`config.mk`:
```
export PLATFORM = sky130hd
export DESIGN_NAME = mult_sequencer
export DESIGN_NICKNAME = d
export VERILOG_FILES = /design/src/rtl/mult_sequencer.sv
export SDC_FILE = /design/constraint.sdc
export NUM_CORES = 1
export LEC_CHECK = 0
export ABC_CLOCK_PERIOD_IN_PS = 3940
export CORE_ASPECT_RATIO = 0.9
export CORE_MARGIN = 2
export CORE_UTILIZATION = 53
export CTS_CLUSTER_SIZE = 30
export DETAILED_ROUTE_END_ITERATION = 10
export GPL_TIMING_DRIVEN = 1
export PLACE_DENSITY = 0.8
export SETUP_SLACK_MARGIN = 0.5
export SLEW_MARGIN = 0
export SYNTH_ARGS = -nofsm -noshare
export SYNTH_HDL_FRONTEND = slang
export SYNTH_SLANG_ARGS = --single-unit
```
`constraint.sdc`:
```
create_clock -name clk -period 3.94 [get_ports clk]
set_input_delay 0.788 -clock clk [delete_from_list [all_inputs] [get_ports clk]]
set_output_delay 0.788 -clock clk [all_outputs]
set_load 0.01 [all_outputs]
```
`src/rtl/mult_sequencer.sv`:
```
`default_nettype none
// ============================================================================
// Module   : mult_sequencer
// Purpose  : Multi-cycle shift-add multiplier for MIPS mult/multu with HI/LO
//            commit and decode-stage HI/LO read stall.
// Options  : MULT_EARLY_TERM_EN - leave RUN once the remaining multiplier is 0
// Revision : 1.0 - initial release
// ============================================================================
module mult_sequencer #(
    parameter int WIDTH = 32
) (
    input  logic             clk,
    input  logic             reset,
    input  logic             start_mult,
    input  logic             mult_sign,
    input  logic [WIDTH-1:0] srca_e,
    input  logic [WIDTH-1:0] srcb_e,
    input  logic             hilo_read_d,
    output logic             busy,
    output logic             stall_mult,
    output logic             done,
    output logic [WIDTH-1:0] hi,
    output logic [WIDTH-1:0] lo
);

    localparam int CW = $clog2(WIDTH + 1);

    localparam logic [1:0]    c_IDLE = 2'd0;
    localparam logic [1:0]    c_RUN  = 2'd1;
    localparam logic [1:0]    c_FIX  = 2'd2;
    localparam logic [CW-1:0] c_LAST = CW'(WIDTH - 1);

    logic [1:0]         r_state;
    logic [1:0]         w_next_state;
    logic [2*WIDTH-1:0] r_mcand;
    logic [WIDTH-1:0]   r_mplier;
    logic [2*WIDTH-1:0] r_acc;
    logic [CW-1:0]      r_count;
    logic               r_neg;
    logic               r_done;
    logic [WIDTH-1:0]   r_hi;
    logic [WIDTH-1:0]   r_lo;

    logic [WIDTH-1:0]   w_mag_a;
    logic [WIDTH-1:0]   w_mag_b;
    logic [WIDTH-1:0]   w_mplier_next;
    logic [2*WIDTH-1:0] w_result;
    logic               w_run_exit;

    // Negating the most-negative value yields itself, which is the correct
    // unsigned magnitude, so no special case is needed.
    assign w_mag_a       = (mult_sign & srca_e[WIDTH-1]) ? -srca_e : srca_e;
    assign w_mag_b       = (mult_sign & srcb_e[WIDTH-1]) ? -srcb_e : srcb_e;
    assign w_mplier_next = r_mplier >> 1;
    assign w_result      = r_neg ? -r_acc : r_acc;

`ifdef MULT_EARLY_TERM_EN
    assign w_run_exit = (r_count == c_LAST) || (w_mplier_next == '0);
`else
    assign w_run_exit = (r_count == c_LAST);
`endif

    always_ff @(posedge clk) begin
        if (!reset) begin
            r_state <= c_IDLE;
        end else begin
            r_state <= w_next_state;
        end
    end

    always_comb begin
        w_next_state = r_state;
        case (r_state)
            c_IDLE:  if (start_mult) w_next_state = c_RUN;
            c_RUN:   if (w_run_exit) w_next_state = c_FIX;
            c_FIX:   w_next_state = c_IDLE;
            default: w_next_state = c_IDLE;
        endcase
    end

    always_comb begin
        busy       = (r_state != c_IDLE);
        stall_mult = hilo_read_d & (r_state != c_IDLE);
    end

    always_ff @(posedge clk) begin
        if (!reset) begin
            r_mcand  <= '0;
            r_mplier <= '0;
            r_acc    <= '0;
            r_count  <= '0;
            r_neg    <= 1'b0;
            r_done   <= 1'b0;
            r_hi     <= '0;
            r_lo     <= '0;
        end else begin
            r_done <= (r_state == c_FIX);
            case (r_state)
                c_IDLE: begin
                    if (start_mult) begin
                        r_mcand  <= {{WIDTH{1'b0}}, w_mag_a};
                        r_mplier <= w_mag_b;
                        r_neg    <= mult_sign & (srca_e[WIDTH-1] ^ srcb_e[WIDTH-1]);
                        r_acc    <= '0;
                        r_count  <= '0;
                    end
                end
                c_RUN: begin
                    if (r_mplier[0]) begin
                        r_acc <= r_acc + r_mcand;
                    end
                    r_mcand  <= r_mcand << 1;
                    r_mplier <= w_mplier_next;
                    r_count  <= r_count + CW'(1);
                end
                c_FIX: begin
                    r_hi <= w_result[2*WIDTH-1:WIDTH];
                    r_lo <= w_result[WIDTH-1:0];
                end
                default: ;
            endcase
        end
    end

    assign done = r_done;
    assign hi   = r_hi;
    assign lo   = r_lo;

endmodule
`default_nettype wire
```
==> key figures <==
Outcome
  • Outcome: completed

Drt
  • Detailed Routing Iterations Pass 1: 5
  • DRT antenna net count: 0
  • DR iter-0 viols: about 1700
  • DRC viols: 0
  • Drt wl/cell: 18.6 um
  • Via-to-Cell Ratio: 6.13
  • Post-Route WL: 44000 um
  • Routed vias: 14500

Die
  • Die area: 0.0297 mm2
  • Core ar.: 0.0279 mm2
  • Rows: 58
  • IO Count: between 100 and 150
  • Die H: 164 um
  • Starting density of the core: a little over half
  • Die width: between 150 and 200 um

Worst setup path
  • CP max FO: 5
  • Crit path launch: r_acc[32]
  • R2r startpoint: r_acc[32]
  • R2R depth: 10
  • Crit path DAT: 3870 ps
  • Critical Path RT: 4360 ps
  • Peak per-stage delay on the critical path: around 460 ps
  • Critical Path End: hi[28]
  • Critical path type: register to register
  • Crit start category: register
  • WP buf/inv: 0
  • R2R Setup Slk: 490 ps
  • CP max-delay cell: or4_4
  • Crit-path leading delay family: simple AND/OR/NAND/NOR gates
  • WP depth: 10
  • Crit-path cells: or3_4 > or4_4 > or3_1 > or2_1 > or3_1 > o41ai_4 > nand2_1 > xnor2_1 > o21ai_1 > and2_1
  • Reg2reg end: hi[28]
  • Critical Path End Type: register
  • Crit-path most repeated cell: or3_1

Global route
  • Largest net degree at the start of global routing: 74
  • Final global-route overflow total: 0
  • GRT Overall Usage: 28.6%
  • Initial antenna violation count: 0
  • Vias in the first global route: 13000
  • First-pass GRT wire length: 69300 um

Clock network
  • TritonCTS clock tree: yes
  • CTS root buf: clkbuf_16
  • Num CTS Buffers: 25
  • Max Root-Sink Buffers: 3
  • CTS sink count: 234
  • Worst-path clk slew: roughly 60 ps
  • Worst-Skew Late Latency: 530 ps
  • H-tree Lvls: 1

Timing
  • Worst Skew: 22.5 ps
  • Worst Tran Pin Value: 1110 ps
  • Final hold vios: 0
  • Final setup fails: 0
  • Post-route clock period utilization: 87.5%
  • Max Slew Vio Count: 0
  • Slew HR: 26.3%
  • Hold slack final: about 460 ps
  • TNS Setup: 0 ps
  • RSZ-0062 raised after global routing: yes
  • Final setup margin: 493 ps
  • Final Critical Period: 3450 ps
  • Max frequency: 290 MHz

Min path
  • Worst min path class: register to register
  • HP Start: hi[26]

Logic synthesis
  • Synthesized area per cell: 7.87 um2
  • Share of the synthesized area in the top cell type: 31.2%
  • Cell taking the most area after synthesis: dfxtp_1
  • Sequential fraction of the synthesis area: 31.2%
  • Post-synth EDFFs: 0
  • Unique masters post-synth: 75
  • Synth Register Bits: 234
  • Top cells by area, synth: dfxtp_1 (31%), nand2_1 (6.9%), xor2_1 (6.1%)
  • Gate Count Post-Synth: 1910
  • Most used DFF post-synth: dfxtp_1
  • Warnings, synthesis: 0
  • Fraction of registers with async set/reset: 0%
  • Syn_nets: 2047
  • Synthesized cell area: 0.0150 mm2

Power and ir drop
  • Leak: roughly 0.0078 uW
  • PwrDens: 317 mW/mm2
  • VDD IR max: 0.000262 V

Place
  • Pre-CTS setup slack: 104 ps
  • Port-buffer cells: approximately 140
  • Placer Congestion: 0.957
  • Detail Placement HPWL: about 33000 um

Cells and area
  • Area growth, synth to finish: 18.3%
  • Fin nets: about 2100
  • Share of layout cells above drive strength 1: 7.41%
  • N_diodes: 0

Run
  • Number of max-cap violations: 0
worst reg2reg max path, cell delays in order, from the launching register on:
cell	delay, ps
dfxtp_1	390
or3_4	440
or4_4	470
or3_1	380
or2_1	280
or3_1	410
o41ai_4	410
nand2_1	110
xnor2_1	160
o21ai_1	90
and2_1	220
sequential cells by signal, summed over array words and instances, names as in the netlist:
name	flops
r_acc	64
r_mcand	64
hi	32
lo	32
r_mplier	32
r_count	6
r_state	2
done	1
r_neg	1
per-stage QoR:
| step | area, um2 | util [%] | total power [uW] | instances |
|---|---|---|---|---|
| after floorplan | 15000 | - | 2940 | 1910 |
| after global placement | 16700 | 59.9 | 3180 | 2323 |
| after detailed placement | 16700 | 59.9 | 3190 | 2323 |
| after CTS | 17600 | 63.1 | 5640 | 2367 |
| after global routing | 17800 | 63.7 | 5840 | 2371 |
| final | 17800 | 63.7 | 5640 | 2371 |
synthesized netlist by cell type, types with 34 or more instances:
cell	number
nand2_1	275
dfxtp_1	234
a21oi_1	141
o21ai_0	116
clkbuf_1	109
xor2_1	105
nor2_1	96
a22oi_1	85
xnor2_1	70
ha_1	67
nand3_1	57
a21o_1	50
o211a_1	49
and2_1	45
a21boi_0	42
nor3_1	34
o31ai_1	34
timing repair:
item | CTS | global route
pin swaps | 5 | 9
setup endpoints to repair | 12 | 23
hold buffers | 0 | 0
gates resized for setup | 12 | 27
buffers inserted | 1 | 4
power by group:
part	total (uW)	switching, uW	internal, uW
clock	2470	953	1510
combinational	680	405	275
sequential	2490	64.9	2420
worst min path at each step:
stage	endpoint	slack, ps	cells after the start
after global placement	r_mplier[2]	440	2
final	hi[26]	460	2
after floorplan	r_mplier[2]	430	2
after global routing	hi[26]	480	2
after CTS	hi[26]	460	2
after detailed placement	hi[26]	450	2
layout by cell type, fill, tap and decap left out, types with 12 or more instances in the layout:
cell / Yosys / final
o211a_1: 49 / 49
nand4_1: 27 / 27
o21ai_0: 116 / 113
and3_1: 14 / 14
and2_1: 45 / 45
xnor2_1: 70 / 70
or3_1: 19 / 16
nand3_1: 57 / 56
nor3_1: 34 / 33
o31ai_1: 34 / 34
o21a_1: 14 / 14
nor2b_1: 14 / 12
nand2b_1: 13 / 12
nor4_1: 13 / 12
dfxtp_1: 234 / 227
or2_2: 13 / 13
xor2_1: 105 / 105
inv_1: 27 / 27
a22oi_1: 85 / 85
clkbuf_16: 0 / 25
nor2_1: 96 / 94
o21bai_1: 17 / 16
buf_4: 1 / 51
a21boi_0: 42 / 41
ha_1: 67 / 66
a21oi_1: 141 / 140
nand2_1: 275 / 274
clkdlybuf4s50_1: 0 / 134
a21o_1: 50 / 50
layer usage:
metal | track usage (%) | share of wire (%) | up-vias | routed length, um
met2 | 41.8 | 40 | 591 | 17800
met5 | 0 | 0 | - | 0
met3 | 4.01 | 8.3 | 57 | 3670
met4 | 5.10 | 1.7 | 0 | 740
met1 | 44.7 | 50 | 6817 | 21800
li1 | - | - | 7080 | -
cell type report:
type / count / area (um2)
clock buffer: 36 / 717
clock inverter: 7 / 135
fill: 2382 / 10200
inverter: 28 / 105
multi-input combinational: 1521 / 9960
sequential: 234 / 4700
tap: 360 / 450
timing repair buffer: 185 / 1720
cells by family (layout without fill, tap and decap cells):
kind of cell,after synthesis,in the layout,share of synthesized area [%]
AOI/OAI and AO/OA,619,619,27.9
and+or+nand+nor,654,654,20.8
xor gates and xnor gates,175,175,10.2
buffers and inverters,155,256,3.89
DFF,234,234,31.2
muxes,5,5,0.333
adders and majority gates,68,68,5.71
(Power assumes the default switching activity.)
